===== config.mk =====
export PLATFORM = sky130hd
export DESIGN_NAME = button_conditioner
export DESIGN_NICKNAME = d
export VERILOG_FILES = /design/src/rtl/button_pkg.sv /design/src/rtl/button_channel.sv /design/src/rtl/button_conditioner.sv
export SDC_FILE = /design/constraint.sdc
export NUM_CORES = 1
export LEC_CHECK = 0
export ABC_AREA = 0
export BUFFER_PORTS_ARGS = -buffer_cell sky130_fd_sc_hd__buf_2
export CORE_MARGIN = 3
export CORE_UTILIZATION = 34
export DETAILED_ROUTE_END_ITERATION = 7
export GPL_ROUTABILITY_DRIVEN = 1
export HOLD_SLACK_MARGIN = 0.03
export PLACE_DENSITY = 0.5
export SLEW_MARGIN = 20
export SYNTH_ARGS = -nofsm -noshare
export SYNTH_HDL_FRONTEND = slang
export SYNTH_SLANG_ARGS = --single-unit

===== constraint.sdc =====
create_clock -name clk -period 1.95 [get_ports clk]
set_input_delay 0.2925 -clock clk [delete_from_list [all_inputs] [get_ports clk]]
set_output_delay 0.2925 -clock clk [all_outputs]
set_load 0.02 [all_outputs]

===== src/rtl/button_pkg.sv =====
// Shared types and width helpers for the multi-channel button conditioner.
package button_pkg;

  typedef enum logic [1:0] {
    S_0       = 2'b00,
    S_MAYBE_1 = 2'b01,
    S_1       = 2'b10,
    S_MAYBE_0 = 2'b11
  } debounce_state_t;

  function automatic int cnt_width(input int bounce_ticks);
    return $clog2(bounce_ticks) + 1;
  endfunction

  function automatic int hold_width(input int hold_ticks, input int repeat_ticks);
    return $clog2(hold_ticks + repeat_ticks) + 1;
  endfunction

endpackage


===== src/rtl/button_channel.sv =====
// One conditioned button: 2-flop synchroniser, debounce FSM, edge pulses and
// auto-repeat. All outputs are registered or decoded from registered state.
module button_channel
  import button_pkg::*;
#(
  parameter int BOUNCE_TICKS = 10,
  parameter int STRICT       = 0,
  parameter int HOLD_TICKS   = 0,
  parameter int REPEAT_TICKS = 1
) (
  input  logic clk,
  input  logic rst,
  input  logic bouncy_in,
  output logic level_out,
  output logic rise_pulse,
  output logic fall_pulse,
  output logic repeat_pulse
);

  localparam int CW = cnt_width(BOUNCE_TICKS);
  localparam int HW = hold_width(HOLD_TICKS, REPEAT_TICKS);
  localparam int RW = $clog2(REPEAT_TICKS) + 1;
  localparam logic [CW-1:0] CNT_LAST  = CW'(BOUNCE_TICKS - 1);
  localparam logic [HW-1:0] HOLD_LAST = (HOLD_TICKS > 0) ? HW'(HOLD_TICKS - 1) : '0;
  localparam logic [HW-1:0] HOLD_MAX  = '1;
  localparam logic [RW-1:0] REP_LAST  = RW'(REPEAT_TICKS - 1);
  localparam bit STRICT_EN = (STRICT != 0);
  localparam bit REPEAT_EN = (HOLD_TICKS != 0);

  logic [1:0]      sync_q;
  logic            sync_in;
  debounce_state_t state, state_d;
  logic [CW-1:0]   cnt, cnt_d;
  logic [HW-1:0]   hold_cnt, hold_d;
  logic [RW-1:0]   rep_cnt, rep_d;
  logic            armed, armed_d;
  logic            rep_fire;
  logic            rise_q, fall_q, repeat_q;

  assign sync_in = sync_q[1];

  always_comb begin
    state_d = state;
    cnt_d   = cnt;
    case (state)
      S_0: begin
        if (sync_in) begin
          state_d = S_MAYBE_1;
          cnt_d   = '0;
        end
      end
      S_MAYBE_1: begin
        cnt_d = cnt + 1'b1;
        if (STRICT_EN && !sync_in) state_d = S_0;
        else if (cnt == CNT_LAST)  state_d = sync_in ? S_1 : S_0;
      end
      S_1: begin
        if (!sync_in) begin
          state_d = S_MAYBE_0;
          cnt_d   = '0;
        end
      end
      S_MAYBE_0: begin
        cnt_d = cnt + 1'b1;
        if (STRICT_EN && sync_in) state_d = S_1;
        else if (cnt == CNT_LAST) state_d = sync_in ? S_1 : S_0;
      end
      default: begin
        state_d = S_0;
        cnt_d   = '0;
      end
    endcase
  end

  // hold_cnt only advances while staying in S_1, so it is frozen across a
  // failed release window; after the first repeat rep_cnt sets the period.
  always_comb begin
    hold_d   = hold_cnt;
    rep_d    = rep_cnt;
    armed_d  = armed;
    rep_fire = 1'b0;
    if (state == S_MAYBE_1 && state_d == S_1) begin
      hold_d  = '0;
      rep_d   = '0;
      armed_d = 1'b0;
    end else if (REPEAT_EN && state == S_1 && state_d == S_1) begin
      hold_d = (hold_cnt == HOLD_MAX) ? hold_cnt : hold_cnt + 1'b1;
      if (!armed) begin
        if (hold_d >= HOLD_LAST) begin
          rep_fire = 1'b1;
          armed_d  = 1'b1;
          rep_d    = '0;
        end
      end else if (rep_cnt == REP_LAST) begin
        rep_fire = 1'b1;
        rep_d    = '0;
      end else begin
        rep_d = rep_cnt + 1'b1;
      end
    end
  end

  always_ff @(posedge clk) begin
    if (rst) begin
      sync_q   <= '0;
      state    <= S_0;
      cnt      <= '0;
      hold_cnt <= '0;
      rep_cnt  <= '0;
      armed    <= 1'b0;
      rise_q   <= 1'b0;
      fall_q   <= 1'b0;
      repeat_q <= 1'b0;
    end else begin
      sync_q   <= {sync_q[0], bouncy_in};
      state    <= state_d;
      cnt      <= cnt_d;
      hold_cnt <= hold_d;
      rep_cnt  <= rep_d;
      armed    <= armed_d;
      rise_q   <= (state == S_MAYBE_1) && (state_d == S_1);
      fall_q   <= (state == S_MAYBE_0) && (state_d == S_0);
      repeat_q <= rep_fire;
    end
  end

  assign level_out    = (state == S_1) || (state == S_MAYBE_0);
  assign rise_pulse   = rise_q;
  assign fall_pulse   = fall_q;
  assign repeat_pulse = repeat_q;

endmodule


===== src/rtl/button_conditioner.sv =====
// N independent button channels; the top level only replicates and wires them.
module button_conditioner
  import button_pkg::*;
#(
  parameter int N_CH         = 4,
  parameter int BOUNCE_TICKS = 10,
  parameter int STRICT       = 0,
  parameter int HOLD_TICKS   = 0,
  parameter int REPEAT_TICKS = 1
) (
  input  logic            clk,
  input  logic            rst,
  input  logic [N_CH-1:0] bouncy_in,
  output logic [N_CH-1:0] level_out,
  output logic [N_CH-1:0] rise_pulse,
  output logic [N_CH-1:0] fall_pulse,
  output logic [N_CH-1:0] repeat_pulse
);

  for (genvar g = 0; g < N_CH; g++) begin : g_ch
    button_channel #(
      .BOUNCE_TICKS(BOUNCE_TICKS),
      .STRICT      (STRICT),
      .HOLD_TICKS  (HOLD_TICKS),
      .REPEAT_TICKS(REPEAT_TICKS)
    ) u_ch (
      .clk         (clk),
      .rst         (rst),
      .bouncy_in   (bouncy_in[g]),
      .level_out   (level_out[g]),
      .rise_pulse  (rise_pulse[g]),
      .fall_pulse  (fall_pulse[g]),
      .repeat_pulse(repeat_pulse[g])
    );
  end

endmodule


==> results.py <==
metrics = {
    "synthesis": {
        "ys.flop_type": "dfxtp_1",
        "synth-edff-count": 0,
        "synthTopCellsByCount": "dfxtp_1 (44), nand2b_1 (21), buf_4 (16), nand3_1 (16), nor2b_1 (15)",
        "synth_warnings": 0,
        "synth.most_common_cell": "dfxtp_1",
        "synth_top_area_share_pct": 43.32,
        "avgSynthCellArea_sq_um": 9.284,
        "async_reset_ff_share_pct": 0,
        "synthDistinctLibCells": 39,
        "syn_inst": 219,
        "synth_area_sq_um": 2033,
        "yosysTopAreaCell": "dfxtp_1",
        "ys_ff_latch": 44,
        "yosysSeqAreaShare_pct": 43.32,
        "yosys-top-cells-area": "dfxtp_1 (43%), nand2b_1 (6.5%), buf_4 (5.9%)",
    },
    "floorplan": {
        "dieArea_sq_um": 6944,
        "die_height_microns": 83.33,
        "start_util_pct": 36.04,
        "coreArea_sq_um": 5642,
        "rows": 27,
        "die_w_microns": 83.33,
        "pin_count": 22,
    },
    "timing": {
        "drv_slew": 0,
        "rsz0062_at_grt": "no",
        "finalSetupViolations": 0,
        "fin_crit_sh_pct": 65.45,
        "fin_crit_ns": 1.276,
        "fin_skew_ns": 0.009599,
        "max_freq_mhz": 783.5,
        "setup-tns-final_ns": 0,
        "hold_viol": 0,
    },
    "cts": {
        "cts_setup_buffers": 0,
        "clock_path_buffers": 2,
        "cts_resized": 0,
        "h-tree-depth": 2,
        "cts_tree": "yes",
        "cts_root_buffer": "clkbuf_8",
        "cts.clk_slew.worst_paths_ns": 0.09,
        "holdBufCountCts": 0,
        "numCtsBuffers": 5,
        "worst_skew_pair.late_latency_ns": 0.30,
        "cts_sinks": 44,
    },
    "critical_path": {
        "crit_path_start_kind": "register",
        "slowest_delay_ns": 0.41,
        "worstPathArrival_ns": 1.50,
        "worst-r2r-setup-slack_ns": 0.67,
        "rr_startpoint": "g_ch[3].u_ch.cnt[0]",
        "path_cells": "ha_1 -> nand2_1 -> or3_1 -> nor3b_1",
        "reg2reg_to": "g_ch[3].u_ch.rise_pulse",
        "endpoint_kind": "register",
        "r2r_cells": 4,
        "critPathLaunch": "g_ch[3].u_ch.cnt[0]",
        "crit_fanout": 4,
        "slowest_stage": "dfxtp_1",
        "crit_type": "register to register",
        "crit_required_ns": 2.17,
    },
    "global_route": {
        "antenna_found_initial": 0,
        "grt_pass1_wl_microns": 5692,
        "first_global_vias": 1331,
        "grt_max_degree": 26,
        "grt_overflow_total": 0,
        "track_usage_pct": 9.915,
    },
    "power": {
        "p_int_mw": 1.371,
        "p_clk_share_pct": 41.8,
        "peakVddDrop_v": 0.0003646,
        "power_mw": 1.753,
        "netSwitchingFraction_pct": 21.81,
        "comb_power_share_pct": 4.6,
        "p_switching_mw": 0.3823,
        "pwr-share-seq_pct": 53.7,
        "power_leakage_nw": 0.8682,
        "power_density_nw_per_um2": 804.3,
    },
    "final_layout": {
        "nets": 233,
        "antenna_cells": 0,
        "ff_latch_area_sq_um": 880.8,
        "nFillCells": 589,
        "multi_input_area_sq_um": 975.9,
        "drive_above_1_share_pct": 13.18,
        "layout-area-overhead-vs-synth_pct": 7.200,
    },
    "min_path": {
        "min_from": "bouncy_in[1]",
        "whs_endpoint": "g_ch[1].u_ch.sync_q[0]",
        "holdPathStages": 2,
        "min_path_type": "input port to register",
    },
    "placed_design": {
        "hpwl_microns": 2237,
        "gp_congestion": 0.7850,
        "portBuffers": 17,
    },
    "run": {
        "drv_cap": 0,
    },
    "drt": {
        "drt-wirelength-per-cell_microns": 11.00,
        "avgViaCountPerCell": 4.777,
        "drc": 0,
        "routed_wl_microns": 3211,
        "drt-initial-drc-count": 29,
        "vias": 1395,
        "ant_nets": 0,
        "drt-pass1-iter-count": 6,
    },
    "outcome": {
        "status": "finished, final reports clean",
    },
}
-- critical path: cells and delay by family, from the launching register on --
kind	cells	cell delay, ns
flops	1	0.41
fa+ha+maj	1	0.16
simple gates	3	0.63
-- sequential cells by signal, indices dropped and copies added (netlist names) --
register,count
g_ch.u_ch.cnt,20
g_ch.u_ch.fall_pulse,4
g_ch.u_ch.rise_pulse,4
g_ch.u_ch.state,8
g_ch.u_ch.sync_q,8
-- how the worst max path moves through the flow --
stage                                          to  cells past startpoint
after floorplan           g_ch[3].u_ch.fall_pulse                      4
after global placement        g_ch[2].u_ch.cnt[2]                      4
after detailed placement    g_ch[1].u_ch.state[0]                      4
after CTS                 g_ch[0].u_ch.fall_pulse                      4
after global routing      g_ch[0].u_ch.fall_pulse                      4
final                     g_ch[3].u_ch.rise_pulse                      4
-- layer usage --
| layer | vias up | wire (microns) | GRT usage [%] |
|---|---|---|---|
| met5 | - | 0 | 0 |
| li1 | 733 | - | - |
| met4 | 0 | 90 | 5.646 |
| met1 | 616 | 1559 | 11.66 |
| met2 | 37 | 1397 | 15.89 |
| met3 | 9 | 163 | 3.075 |
-- cell usage in the layout (no fill, tap or decap), drive strengths merged --
cell type	netlist	routed
nand2	3	3
a311oi	1	1
a211o	3	3
or3	4	4
mux2i	4	4
nor2	7	7
a21oi	5	5
dfxtp	44	44
nor4	1	1
ha	8	8
clkbuf	9	6
buf	19	18
and3	2	2
bufinv	0	1
and4	2	2
clkinv	0	1
nand3b	3	3
o21ai	3	3
nand2b	21	21
and4b	1	1
a21o	1	1
inv	5	5
or3b	1	1
nor2b	15	15
o21bai	4	4
xor2	4	4
mux2	1	1
o21a	1	1
o2bb2ai	3	3
nor3b	5	5
conb	1	4
nand3	16	16
o211a	1	1
nor3	12	12
nand4	3	3
xnor2	2	2
o32ai	3	3
a31oi	1	1
-- kinds of logic (layout without fill, tap and decap cells) --
logic type	after synthesis	in the layout	share of synthesized area, %
other	1	4	0.1844
AO/OA/AOI/OAI	26	26	9.293
adder cells (fa/ha/maj)	8	8	4.923
XOR/XNOR	6	6	2.585
buffers and inverters	33	31	9.231
AND/OR/NAND/NOR	96	96	27.94
multiplexers	5	5	2.523
flip-flops	44	44	43.32
-- power groups by stage --
| stage | logic (mW) | clock network [mW] | registers (mW) |
|---|---|---|---|
| 2_1_floorplan | 0.0797 | 0 | 0.950 |
| 3_3_place_gp | 0.0809 | 0 | 0.962 |
| 3_5_place_dp | 0.0808 | 0 | 0.962 |
| 4_1_cts | 0.0810 | 0.760 | 0.941 |
| 5_1_grt | 0.0913 | 0.790 | 0.945 |
| 6_report | 0.0799 | 0.733 | 0.941 |
-- cell type report --
type	count	area share (%)
Clock buffer	6	3.789
Clock inverter	2	1.780
Inverter	5	0.8611
Multi-Input combinational cell	145	44.78
Sequential cell	44	40.41
Tap cell	72	4.133
Timing Repair Buffer	18	4.248
-- through the flow --
stage	instance area [sq um]	util [%]	instances	hold slack, ns	setup WS (ns)
after floorplan	2044	-	222	0.4138	0.7868
after global placement	2058	36.48	284	0.4194	0.6160
after detailed placement	2058	36.48	284	0.4239	0.5977
after CTS	2180	38.63	292	0.1992	0.6569
after global routing	2180	38.63	292	0.2206	0.5558
final	2180	38.63	292	0.2074	0.6736
Note: power is estimated with default switching activity, not from simulation.
